## config.mk

```make
export PLATFORM = sky130hd
export DESIGN_NAME = axis_encoder_8b10b
export DESIGN_NICKNAME = d
export VERILOG_FILES = /design/src/rtl/axis_encoder_8b10b.sv
export SDC_FILE = /design/constraint.sdc
export NUM_CORES = 1
export LEC_CHECK = 0
export CORE_AREA = 2 2 58 71
export DETAILED_ROUTE_END_ITERATION = 6
export DIE_AREA = 0 0 60 73
export PLACE_DENSITY_LB_ADDON = 0.2
export SYNTH_ARGS = -nofsm -noshare
export SYNTH_HDL_FRONTEND = slang
export SYNTH_SLANG_ARGS = --single-unit
```

## constraint.sdc

```tcl
create_clock -name clk -period 32.7 [get_ports clk]
set_input_delay 6.54 -clock clk [delete_from_list [all_inputs] [get_ports clk]]
set_output_delay 6.54 -clock clk [all_outputs]
set_load 0.02 [all_outputs]
```

## src/rtl/axis_encoder_8b10b.sv

```systemverilog
// 8b/10b encoder (IEEE 802.3 clause 36 tables) with an AXI-Stream byte input and K28.5 idle fill.
// Optional: define ENC8B10B_KCHECK_EN to flag illegal K requests on kerr and replace them with IDLE_CHAR.
module axis_encoder_8b10b #(
  parameter logic [7:0] IDLE_CHAR = 8'hBC
) (
  input  logic       clk,
  input  logic       rst,
  input  logic       en,
  input  logic [7:0] s_axis_tdata,
  input  logic       s_axis_tuser,
  input  logic       s_axis_tvalid,
  output logic       s_axis_tready,
  output logic [9:0] dout,
  output logic       dout_valid,
  output logic       disp,
  output logic       kerr
);

  // 5b/6b codes in their RD- form (abcdei); the RD+ form is derived by complementing.
  function automatic logic [5:0] enc6_base(input logic [4:0] x);
    case (x)
      5'd0:  enc6_base = 6'b100111;  5'd1:  enc6_base = 6'b011101;
      5'd2:  enc6_base = 6'b101101;  5'd3:  enc6_base = 6'b110001;
      5'd4:  enc6_base = 6'b110101;  5'd5:  enc6_base = 6'b101001;
      5'd6:  enc6_base = 6'b011001;  5'd7:  enc6_base = 6'b111000;
      5'd8:  enc6_base = 6'b111001;  5'd9:  enc6_base = 6'b100101;
      5'd10: enc6_base = 6'b010101;  5'd11: enc6_base = 6'b110100;
      5'd12: enc6_base = 6'b001101;  5'd13: enc6_base = 6'b101100;
      5'd14: enc6_base = 6'b011100;  5'd15: enc6_base = 6'b010111;
      5'd16: enc6_base = 6'b011011;  5'd17: enc6_base = 6'b100011;
      5'd18: enc6_base = 6'b010011;  5'd19: enc6_base = 6'b110010;
      5'd20: enc6_base = 6'b001011;  5'd21: enc6_base = 6'b101010;
      5'd22: enc6_base = 6'b011010;  5'd23: enc6_base = 6'b111010;
      5'd24: enc6_base = 6'b110011;  5'd25: enc6_base = 6'b100110;
      5'd26: enc6_base = 6'b010110;  5'd27: enc6_base = 6'b110110;
      5'd28: enc6_base = 6'b001110;  5'd29: enc6_base = 6'b101110;
      5'd30: enc6_base = 6'b011110;  default: enc6_base = 6'b101011;
    endcase
  endfunction

  // 3b/4b codes in their RD- form (fghj); alt selects the A7 code for y=7.
  function automatic logic [3:0] enc4_base(input logic [2:0] y, input logic alt);
    case (y)
      3'd0: enc4_base = 4'b1011;
      3'd1: enc4_base = 4'b1001;
      3'd2: enc4_base = 4'b0101;
      3'd3: enc4_base = 4'b1100;
      3'd4: enc4_base = 4'b1101;
      3'd5: enc4_base = 4'b1010;
      3'd6: enc4_base = 4'b0110;
      default: enc4_base = alt ? 4'b0111 : 4'b1110;
    endcase
  endfunction

`ifdef ENC8B10B_KCHECK_EN
  function automatic logic k_legal(input logic [7:0] b);
    k_legal = (b[4:0] == 5'd28) ||
              ((b[7:5] == 3'd7) && ((b[4:0] == 5'd23) || (b[4:0] == 5'd27) ||
                                    (b[4:0] == 5'd29) || (b[4:0] == 5'd30)));
  endfunction
`endif

  logic [9:0] dout_q, dout_d;
  logic       disp_q, disp_d;
  logic       dout_valid_q, kerr_q, kerr_d;
  logic [7:0] sel_byte;
  logic       sel_k, rd6, alt7;
  logic [4:0] x;
  logic [2:0] y;
  logic [5:0] c6;
  logic [3:0] c4;

  assign s_axis_tready = en & ~rst;

  always_comb begin
    sel_byte = s_axis_tdata;
    sel_k    = s_axis_tuser;
    kerr_d   = 1'b0;
    if (!s_axis_tvalid) begin
      sel_byte = IDLE_CHAR;
      sel_k    = 1'b1;
    end
`ifdef ENC8B10B_KCHECK_EN
    if (sel_k && !k_legal(sel_byte)) begin
      kerr_d   = 1'b1;
      sel_byte = IDLE_CHAR;
    end
`endif
    x = sel_byte[4:0];
    y = sel_byte[7:5];

    c6 = (sel_k && (x == 5'd28)) ? 6'b001111 : enc6_base(x);
    // Unbalanced codes and the RD-specific 111000 flip to their complement at RD+.
    if (disp_q && (($countones(c6) != 3) || (c6 == 6'b111000))) c6 = ~c6;
    rd6 = ($countones(c6) != 3) ? ~disp_q : disp_q;

    alt7 = sel_k || (!rd6 && ((x == 5'd17) || (x == 5'd18) || (x == 5'd20)))
                 || ( rd6 && ((x == 5'd11) || (x == 5'd13) || (x == 5'd14)));
    c4 = enc4_base(y, alt7);
    // K characters take the inverted balanced 4b codes at RD-, which forms the comma.
    if (rd6 && (($countones(c4) != 2) || (c4 == 4'b1100))) c4 = ~c4;
    else if (sel_k && !rd6 && ((y == 3'd1) || (y == 3'd2) || (y == 3'd5) || (y == 3'd6))) c4 = ~c4;

    dout_d = {c6, c4};
    disp_d = ($countones(c4) != 2) ? ~rd6 : rd6;
  end

  always_ff @(posedge clk) begin
    if (rst) begin
      dout_q       <= 10'h000;
      disp_q       <= 1'b0;
      dout_valid_q <= 1'b0;
      kerr_q       <= 1'b0;
    end else begin
      dout_valid_q <= en;
      kerr_q       <= en & kerr_d;
      if (en) begin
        dout_q <= dout_d;
        disp_q <= disp_d;
      end
    end
  end

  assign dout       = dout_q;
  assign disp       = disp_q;
  assign dout_valid = dout_valid_q;
  assign kerr       = kerr_q;

endmodule
```

# ---- After elaboration in Yosys (flattened, before gate mapping)
# Memory sizes are Yosys's and may differ from the RTL's.
# Index checks and enable logic that the tools add are counted.
dict set report totals {
  ram_bits 0
  register_bits 12
  elab_cells 75
  mem_bits_ro 192
  mem_count 1
  out_inout_bits 14
  latch_bits 0
}
# memory words word_bits rd rd_clocked_by_memory_dff wr line
set mem_list {}
lappend mem_list {{(no name shown)} 32 6 1 0 0 21} ;# case (x)
dict set report classes {
  mul 0
  n_bitwise 6
  shifts 0
  n_addsub 16
  reduce_logical 20
  muxes 10
  n_eq_ne 19
  magnitude_cmp 0
  div 0
}
# op n
set ops {}
lappend ops {{$pmux W4 S7} 1}
lappend ops {{$add A1 B1 Y2} 10}
lappend ops {{$eq A5 B5 Y1 const B} 4}
lappend ops {{$eq A5 B4 Y1 const B} 3}
lappend ops {{$add A2 B2 Y3} 4}
lappend ops {{$mux W4} 3}
lappend ops {{$mux W6} 2}
lappend ops {{$logic_or A1 B1 Y1} 11}
lappend ops {{$eq A3 B3 Y1 const B} 3}
lappend ops {{$add A3 B2 Y4} 2}
lappend ops {{$mux W8} 1}
lappend ops {{$ne A4 B2 Y1 const B} 2}
lappend ops {{$logic_and A1 B1 Y1} 7}
lappend ops {{$eq A3 B2 Y1 const B} 2}
lappend ops {{$eq A6 B6 Y1 const B} 1}
lappend ops {{$ne A3 B2 Y1 const B} 2}
lappend ops {{$not A6 Y6} 1}
lappend ops {{$eq A4 B4 Y1 const B} 1}
lappend ops {{$not A4 Y4} 1}
lappend ops {{$eq A3 B1 Y1 const B} 1}
lappend ops {{$logic_not A3 Y1} 1}
lappend ops {{$mux W1} 3}
lappend ops {{$not A1 Y1} 3}
lappend ops {{$and A1 B1 Y1} 1}
lappend ops {{$logic_not A1 Y1} 1}

# ---- Logic depth before layout (Yosys ltp)
# Gate-level depths: netlist of the first run.
dict set report depth {
  word_depth 32
  depth_mapped 47
}

# ---- Least setup slack after synthesis of the first run
# Ideal clock, no wire load.
dict set report synth_timing {
  kind {input port to flip-flop}
  start {input port s_axis_tvalid}
  end {register disp_q, in the netlist disp}
  required_ns 32.573
  n_path_buf 2
  path_stages 45
  arrival_ns 16.727
  setup_time_ns 0.127
  path_slack_ns 15.846
  cell_sequence {clkbuf_1 -> clkbuf_1 -> and2_1 -> inv_1 -> ha_1 -> and4bb_2 -> a311oi_1 -> nand2_1 -> fa_1 -> inv_1 -> fa_1 -> inv_1 -> ha_1 -> inv_1 -> fa_1 -> nand3b_1 -> nand2_1 -> o21a_2 -> [9 not listed] -> xnor2_1 -> mux2_2 -> o21ai_0 -> fa_1 -> ha_1 -> ha_1 -> nor2_1 -> nand2_1 -> mux2i_1 -> nand2_1 -> xnor2_1 -> fa_1 -> ha_1 -> ha_1 -> and3_1 -> o21ai_0 -> xnor2_1 -> nor2_1}
}
dict set report synth_via {
  elab_chain_len 32
}
# element line
set synth_lines {}
lappend synth_lines {{start, declared} 11} ;# input logic s_axis_tvalid,
lappend synth_lines {{branches (longest 3 deep; another with $mem_v2 Z32 W6)} -}
lappend synth_lines {{$mux W6 (*)} 92} ;# c6 = (sel_k && (x == 5'd28)) ? 6'b001111 : enc6_base(x);
lappend synth_lines {{$add A1 B1 Y2 (implied by the code)} 94} ;# if (disp_q && (($countones(c6) != 3) || (c6 == 6'b111000))) c6 = ~c6;
lappend synth_lines {{$add A2 B2 Y3 (implied by the code)} 94}
lappend synth_lines {{$add A3 B2 Y4 (implied by the code)} 94}
lappend synth_lines {{$ne A4 B2 Y1} 94}
lappend synth_lines {{$logic_or A1 B1 Y1} 94}
lappend synth_lines {{$logic_and A1 B1 Y1} 94}
lappend synth_lines {{[1 not listed]} -}
lappend synth_lines {{named net c6[3]} 70} ;# logic [5:0] c6;
lappend synth_lines {{[14 not listed]} -}
lappend synth_lines {{$logic_or A1 B1 Y1} 101} ;# if (rd6 && (($countones(c4) != 2) || (c4 == 4'b1100))) c4 = ~c4;
lappend synth_lines {{$logic_and A1 B1 Y1} 101}
lappend synth_lines {{$mux W4 (*)} 101}
lappend synth_lines {{named net c4[0]} 71} ;# logic [3:0] c4;
lappend synth_lines {{$add A1 B1 Y2 (implied by the code) (*)} 105} ;# disp_d = ($countones(c4) != 2) ? ~rd6 : rd6;
lappend synth_lines {{$add A2 B2 Y3 (implied by the code) (*)} 105}
lappend synth_lines {{$ne A3 B2 Y1 (*)} 105}
lappend synth_lines {{$mux W1 (*)} 105}
lappend synth_lines {{end signal, assigned} 119} ;# disp_q <= disp_d;
lappend synth_lines {{end, declared} 64} ;# logic disp_q, disp_d;
# Mark *: on every way through the listed nets, which the timed path passes.
# A chain may end at the register's enable or synchronous reset.

# ---- Final worst setup path of the first run
# Same ends and word-level chain as after synthesis.

==> results of run 1 <==
-- per-layer routing --
layer | wire length (um) | vias up
li1 | - | 869
met1 | 1900 | 819
met2 | 2090 | 33
met3 | 140 | 11
met4 | 66 | 0
met5 | 0 | -
-- layout make-up --
cell class	instances	share of cell area (%)
clock buffers	4	2.54
inverters	24	4.15
multi-input cells	186	67.6
flip-flops and latches	12	11.1
well taps	54	3.11
repair buffers	25	11.5
-- critical path: cells and delay by family --
| kind | cells | cell delay [ns] |
|---|---|---|
| AO/OA/AOI/OAI | 4 | 1.45 |
| XOR/XNOR | 4 | 0.91 |
| adder cells (fa/ha/maj) | 15 | 5.19 |
| buffers and inverters | 8 | 1.29 |
| multiplexers | 2 | 0.78 |
| AND/OR/NAND/NOR | 11 | 1.99 |
-- placed cells by master, fill, tap and decap left out, types with 2 or more instances in the layout --
| cell | netlist | layout |
|---|---|---|
| o311ai_0 | 2 | 2 |
| nor3_1 | 3 | 3 |
| nand4_1 | 4 | 4 |
| a21oi_1 | 8 | 8 |
| fa_1 | 7 | 7 |
| a21boi_0 | 6 | 6 |
| a211o_1 | 4 | 4 |
| a2111oi_0 | 3 | 3 |
| a211oi_1 | 6 | 6 |
| xnor2_1 | 8 | 8 |
| nand2_1 | 20 | 20 |
| o211ai_1 | 4 | 4 |
| nor2_1 | 14 | 14 |
| dfxtp_1 | 12 | 12 |
| clkbuf_8 | 0 | 4 |
| mux2i_1 | 3 | 3 |
| o21a_1 | 2 | 2 |
| o21ai_0 | 9 | 9 |
| nand3_1 | 3 | 3 |
| ha_1 | 18 | 18 |
| clkdlybuf4s50_1 | 0 | 25 |
| nand2b_1 | 4 | 4 |
| inv_1 | 23 | 23 |
| o211a_1 | 2 | 2 |
| and2_1 | 5 | 5 |
| nor3b_1 | 3 | 3 |
| nor2b_1 | 8 | 8 |
| mux2_2 | 2 | 2 |
| o21bai_1 | 2 | 2 |
| or3b_2 | 3 | 3 |
| nand3b_1 | 3 | 3 |
| a311oi_1 | 4 | 4 |
-- cells in the mapped netlist (3+ instances only) --
cell | number | area, um2
a21boi_0 | 6 | 45.0
and2_1 | 5 | 31.3
dfxtp_1 | 12 | 240
xnor2_1 | 8 | 70.1
inv_1 | 23 | 86.3
fa_1 | 7 | 140
ha_1 | 18 | 225
nor2_1 | 14 | 52.6
nor3_1 | 3 | 15.0
nand3b_1 | 3 | 22.5
clkbuf_1 | 8 | 30.0
mux2i_1 | 3 | 30.0
nand2_1 | 20 | 75.1
a211oi_1 | 6 | 45.0
nor3b_1 | 3 | 22.5
or3b_2 | 3 | 26.3
nand2b_1 | 4 | 25.0
a211o_1 | 4 | 35.0
nor2b_1 | 8 | 50.1
nand3_1 | 3 | 15.0
a2111oi_0 | 3 | 26.3
a21oi_1 | 8 | 40.0
a311oi_1 | 4 | 35.0
o211ai_1 | 4 | 30.0
nand4_1 | 4 | 25.0
o21ai_0 | 9 | 45.0
-- path summary, 6_finish.rpt --
path	start	endpoint	slack (ns)	cells after the start
worst max-delay path	s_axis_tvalid	disp	14.62	44
worst min-delay path	dout[8]	dout[8]	0.48	2
worst max register to register	disp	disp	24.83	29
worst min register to register	dout[8]	dout[8]	0.48	2
-- registers in the layout (all words and copies together), names as in the netlist --
name / cells
disp: 1
dout: 10
dout_valid: 1
-- kinds of logic after synthesis --
kind of cell	count (synthesis)	share of synthesized area [%]
compound gates	65	27.0
xor+xnor	9	4.21
fa+ha+maj	26	20.0
buf+inv	38	8.94
flops	12	12.8
mux	5	2.80
other cells	1	0.200
simple gates	80	24.0
-- power groups by stage --
stage	registers, uW	logic [uW]	clock network, uW
after floorplan	22.4	61.3	0
after global placement	19.1	81.8	0
after detailed placement	19.2	84.4	0
after CTS	18.9	84.9	16.8
after global routing	19.2	95.1	17.6
final	18.9	83.7	16.2
-- stage by stage --
stage,total power (uW),cell area (um2),setup slack [ns],std cells
final,119,2170,14.62,305
after global placement,101,2110,14.49,301
after CTS,121,2170,14.52,305
after floorplan,83.6,1870,15.85,236
after detailed placement,104,2110,14.31,301
after global routing,132,2170,13.65,305
==> key figures, run 1 <==
Global route
  • Met2 GRT Util: 36.5%
  • GR Layer Usage met3: 2.66%
  • Vias in the first global route: 1,648
  • Gr busiest metal: met2
  • GR Layer Usage met1: 27.4%
  • Grt total ovfl: 0
  • First-pass GRT wire length: 7.30 mm
  • Overall Global Routing Usage: 21.3%
  • Initial antenna violation count: 0
  • Pin count of the biggest net entering global routing: 26

Floorplanning
  • Die Ht: 73 um
  • Core area: 0.00378 mm2
  • Total die area: 0.00438 mm2
  • # IOs: 27
  • Cell Rows: 25
  • Initial Util: 49.5%
  • DIE WIDTH: 60 um

Clocking
  • Setup bufs post-CTS: 0
  • Later-pin clock latency in the skew report: 0.24 ns
  • CTS sink count: 12
  • Clock Path Buffers: 2
  • Post-cts hold buffer count: 0
  • Clk pin slew, worst setup/hold paths: 0.05 ns
  • # resized after CTS: 0
  • Cts bufs inserted: 3
  • Htree depth: 1
  • CTS root buffer: clkbuf_8
  • CTS tree: yes

Power and ir drop
  • Max VDD drop: 0.0540 mV
  • Flop pwr share: 15.9%
  • Sw power: 52.3 uW
  • P per Cell Area: 54.8 mW/mm2
  • Combinational fraction of design power: 70.5%
  • Sw Share: 44.0%
  • Power share of the clock group: 13.6%
  • Internal Power: 66.5 uW
  • P_leak: 0.000895 uW

STA
  • RSZ-0062 raised after global routing: false
  • Slew @ Worst Pin: 0.726 ns
  • Setup TNS: 0 ns
  • Max Slew Vio Count: 0
  • Setup violators final: 0
  • Count of final hold-check violations: 0
  • Period utilisation layout: 55.3%
  • Clock Skew: 0.00244 ns
  • FMAX: 55.3 MHz
  • Final worst path period need: 18.08 ns
  • Slew margin rel.: 51.5%
  • Hold Slack: 0.481 ns

Route
  • # DRC: 0
  • WL final: 4.19 mm
  • Vias per std cell: 5.68
  • Routed vias: 1,732
  • ANT nets after route: 0
  • Routed len/inst: 13.7 um
  • Iteration-0 DRC count of the detailed router: 93
  • First-pass detailed-route iteration total: 4

Finish
  • Layout Nets: 290
  • Fillers: 348
  • Area of the multi-input gates: 0.00147 mm2
  • Util after Layout: 57.3%
  • P&R area growth vs syn: 15.8%
  • Register area: 240 um2
  • Diode count: 0
  • Layout cell share with drive strength beyond 1: 7.57%

Synth
  • Post-synth EDFFs: 0
  • Number of library cell types mapped by synthesis: 61
  • Dominant synthesized flop cell: dfxtp_1
  • Synth Instances: 236
  • Mapped Avg Cell Area: 7.94 um2
  • Asr flop ratio synth: 0%
  • Post-synthesis sequential area ratio: 12.8%
  • Synth Net Count: 274
  • Mapped Area: 0.00187 mm2
  • Synthesis Warnings: 0
  • #FFs+latches synth: 12

Status
  • Outcome: finished clean

Placed design
  • Port bufs: 25
  • Hpwl dp: 3.24 mm
  • GP Congestion: 0.841

Critical path
  • Type of origin of the critical path: primary input
  • Worst Path Arrival: 18.20 ns
  • Worst Path Required: 32.81 ns
  • Crit path kind: primary input to flip-flop
  • Critical path peak fanout: 20
  • Crit path largest cell delay: 0.85 ns
  • CP max stage cell: clkdlybuf4s50_1
  • Most used cell, CP: ha_1
  • Worst setup EP type: flip-flop

Worst hold path
  • Type of the worst min-delay path: flip-flop to flip-flop

Job
  • Max-Cap Viols: 0
(Power assumes the default switching activity.)
==> run 2, diff against run 1 <==
- CORE_AREA: 2 2 58 71 -> 2 2 59 73
- DIE_AREA: 0 0 60 73 -> 0 0 61 75
- clock period: 32.7 -> 15.5 ns (I/O delays scaled with it)
==> key figures, run 2 (synthesis gave the netlist of run 1 again) <==
STA
  • FMAX: 69.8 MHz
  • RSZ-0062 raised after global routing: false
  • Setup TNS: 0 ns (unchanged)
  • Final worst path period need: 14.32 ns
  • Period utilisation layout: 92.4%
  • Clock Skew: 0.00318 ns (+0.000731 ns)
  • Count of final hold-check violations: 0 (unchanged)
  • Max Slew Vio Count: 0 (unchanged)
  • Hold Slack: 0.499 ns (+0.0176 ns)
  • Slew margin rel.: 50.8% (-0.65 points)
  • Slew @ Worst Pin: 0.735 ns (+0.00967 ns)
  • Setup violators final: 0 (unchanged)

Global route
  • First-pass GRT wire length: 7.22 mm (-1.0%)
  • Initial antenna violation count: 0 (unchanged)
  • Overall Global Routing Usage: 20.0% (-1.3 points)
  • Vias in the first global route: 1,569 (-4.8%)
  • Pin count of the biggest net entering global routing: 26 (unchanged)
  • Grt total ovfl: 0 (unchanged)

Clocking
  • Cts bufs inserted: 3 (unchanged)
  • Post-cts hold buffer count: 0 (unchanged)
  • Later-pin clock latency in the skew report: 0.23 ns (about the same)
  • # resized after CTS: 0 (unchanged)
  • Clk pin slew, worst setup/hold paths: 0.05 ns (about the same)
  • Clock Path Buffers: 2 (unchanged)
  • Setup bufs post-CTS: 0 (unchanged)
  • CTS tree: yes
  • CTS sink count: 12 (unchanged)
  • Htree depth: 1 (unchanged)
  • CTS root buffer: clkbuf_8

Finish
  • Diode count: 0 (unchanged)
  • P&R area growth vs syn: 16.6%
  • Fillers: 356 (+2.3%)
  • Layout cell share with drive strength beyond 1: 8.30% (+0.73 points)
  • Most frequent cells in the layout: clkdlybuf4s50_1, inv_1, nand2_1, ha_1, nor2_1
  • Commonest non-fill, non-tap cell in the layout: clkdlybuf4s50_1
  • Layout Nets: 292 (+0.69%)
  • Largest register FFs: 10 (unchanged)

Critical path
  • Crit-path leading delay family: adder cells
  • R2r setup slk: 7.89 ns (-16.94 ns)
  • Worst r2r src: disp
  • Critical path peak fanout: 16 (-20%)
  • CP max stage cell: clkdlybuf4s50_1
  • Most used cell, CP: ha_1
  • Worst setup EP type: flip-flop
  • Bufs and invs on worst path: 10 (+2)
  • Crit path largest cell delay: 0.55 ns (-0.30 ns)
  • Crit path kind: primary input to flip-flop
  • Worst Path Required: 15.61 ns (-17.20 ns)
  • Type of origin of the critical path: primary input
  • Worst Path Arrival: 14.43 ns (-3.77 ns)
  • CP startpoint: s_axis_tvalid

Power and ir drop
  • P per Cell Area: 115 mW/mm2 (+110%)
  • Max VDD drop: 0.113 mV (+110%)
  • P_leak: 0.000905 uW (+1.1%)

Placed design
  • GP Congestion: 0.888 (+5.6%)
  • Port bufs: 25 (unchanged)
  • Hpwl dp: 3.31 mm (+2.4%)

Route
  • WL final: 4.22 mm (+0.81%)
  • First-pass detailed-route iteration total: 5 (+1)
  • Iteration-0 DRC count of the detailed router: 92 (-1.1%)
  • Routed len/inst: 13.8 um (+0.15%)
  • Routed vias: 1,697 (-2.0%)
  • Vias per std cell: 5.53 (-2.7%)
  • # DRC: 0 (unchanged)
  • ANT nets after route: 0 (unchanged)

Job
  • Max-Cap Viols: 0 (unchanged)

Floorplanning
  • Core area: 0.00385 mm2 (+1.7%)
  • Initial Util: 48.7% (-0.81 points)
  • Total die area: 0.00458 mm2 (+4.5%)
  • DIE WIDTH: 61 um (+1.7%)
  • Cell Rows: 25 (unchanged)
  • # IOs: 27 (unchanged)
  • Die Ht: 75 um (+2.7%)

Worst hold path
  • Type of the worst min-delay path: flip-flop to flip-flop
  • Hold path start: dout[9]

Status
  • Outcome: finished clean
[run 2: final cells by class]
class	count	area, um2	share of cell area (%)
Multi-Input combinational cell	186	1470	67.1
Tap cell	54	67.6	3.09
Clock buffer	4	55.1	2.52
Inverter	24	90.1	4.12
Sequential cell	12	240	11.0
Timing Repair Buffer	27	265	12.1
[run 2: power breakdown]
group | internal [uW] | total, uW | switching, uW | leakage [uW]
clock | 22.4 | 33.0 | 10.6 | 0.0000288
combinational | 80.5 | 178 | 97.1 | 0.000777
sequential | 36.9 | 39.9 | 2.98 | 0.0000995
total | 140 | 250 | 111 | 0.000905
[run 2: per-stage QoR]
stage	power, uW	util, %	cell area, um2	setup WS [ns]	cells
2_1_floorplan	176	-	1870	2.09	236
3_3_place_gp	214	55.3	2130	1.15	303
3_5_place_dp	216	55.3	2130	1.03	303
4_1_cts	252	56.8	2180	1.20	307
5_1_grt	281	56.8	2180	0.348	307
6_report	250	56.8	2180	1.18	307
[run 2: path summary, 6_finish.rpt]
check / endpoint / depth (start not counted)
max: disp / 46
min: dout[9] / 2
min reg2reg: dout[9] / 2
max reg2reg: disp / 30
[run 2: worst min-delay path: cells and delay by family (launching register included)]
kind               cells  cell delay (ns)
DFF                    1             0.30
and+or+nand+nor        1             0.08
AOI/OAI and AO/OA      1             0.06
[run 2: routing by layer]
layer	share of wire, %	GRT usage [%]	wire [um]
met5	0	0	0
met3	3.5	1.89	146
met2	50	34.1	2100
met1	46	27.6	1960
met4	0.50	3.62	21
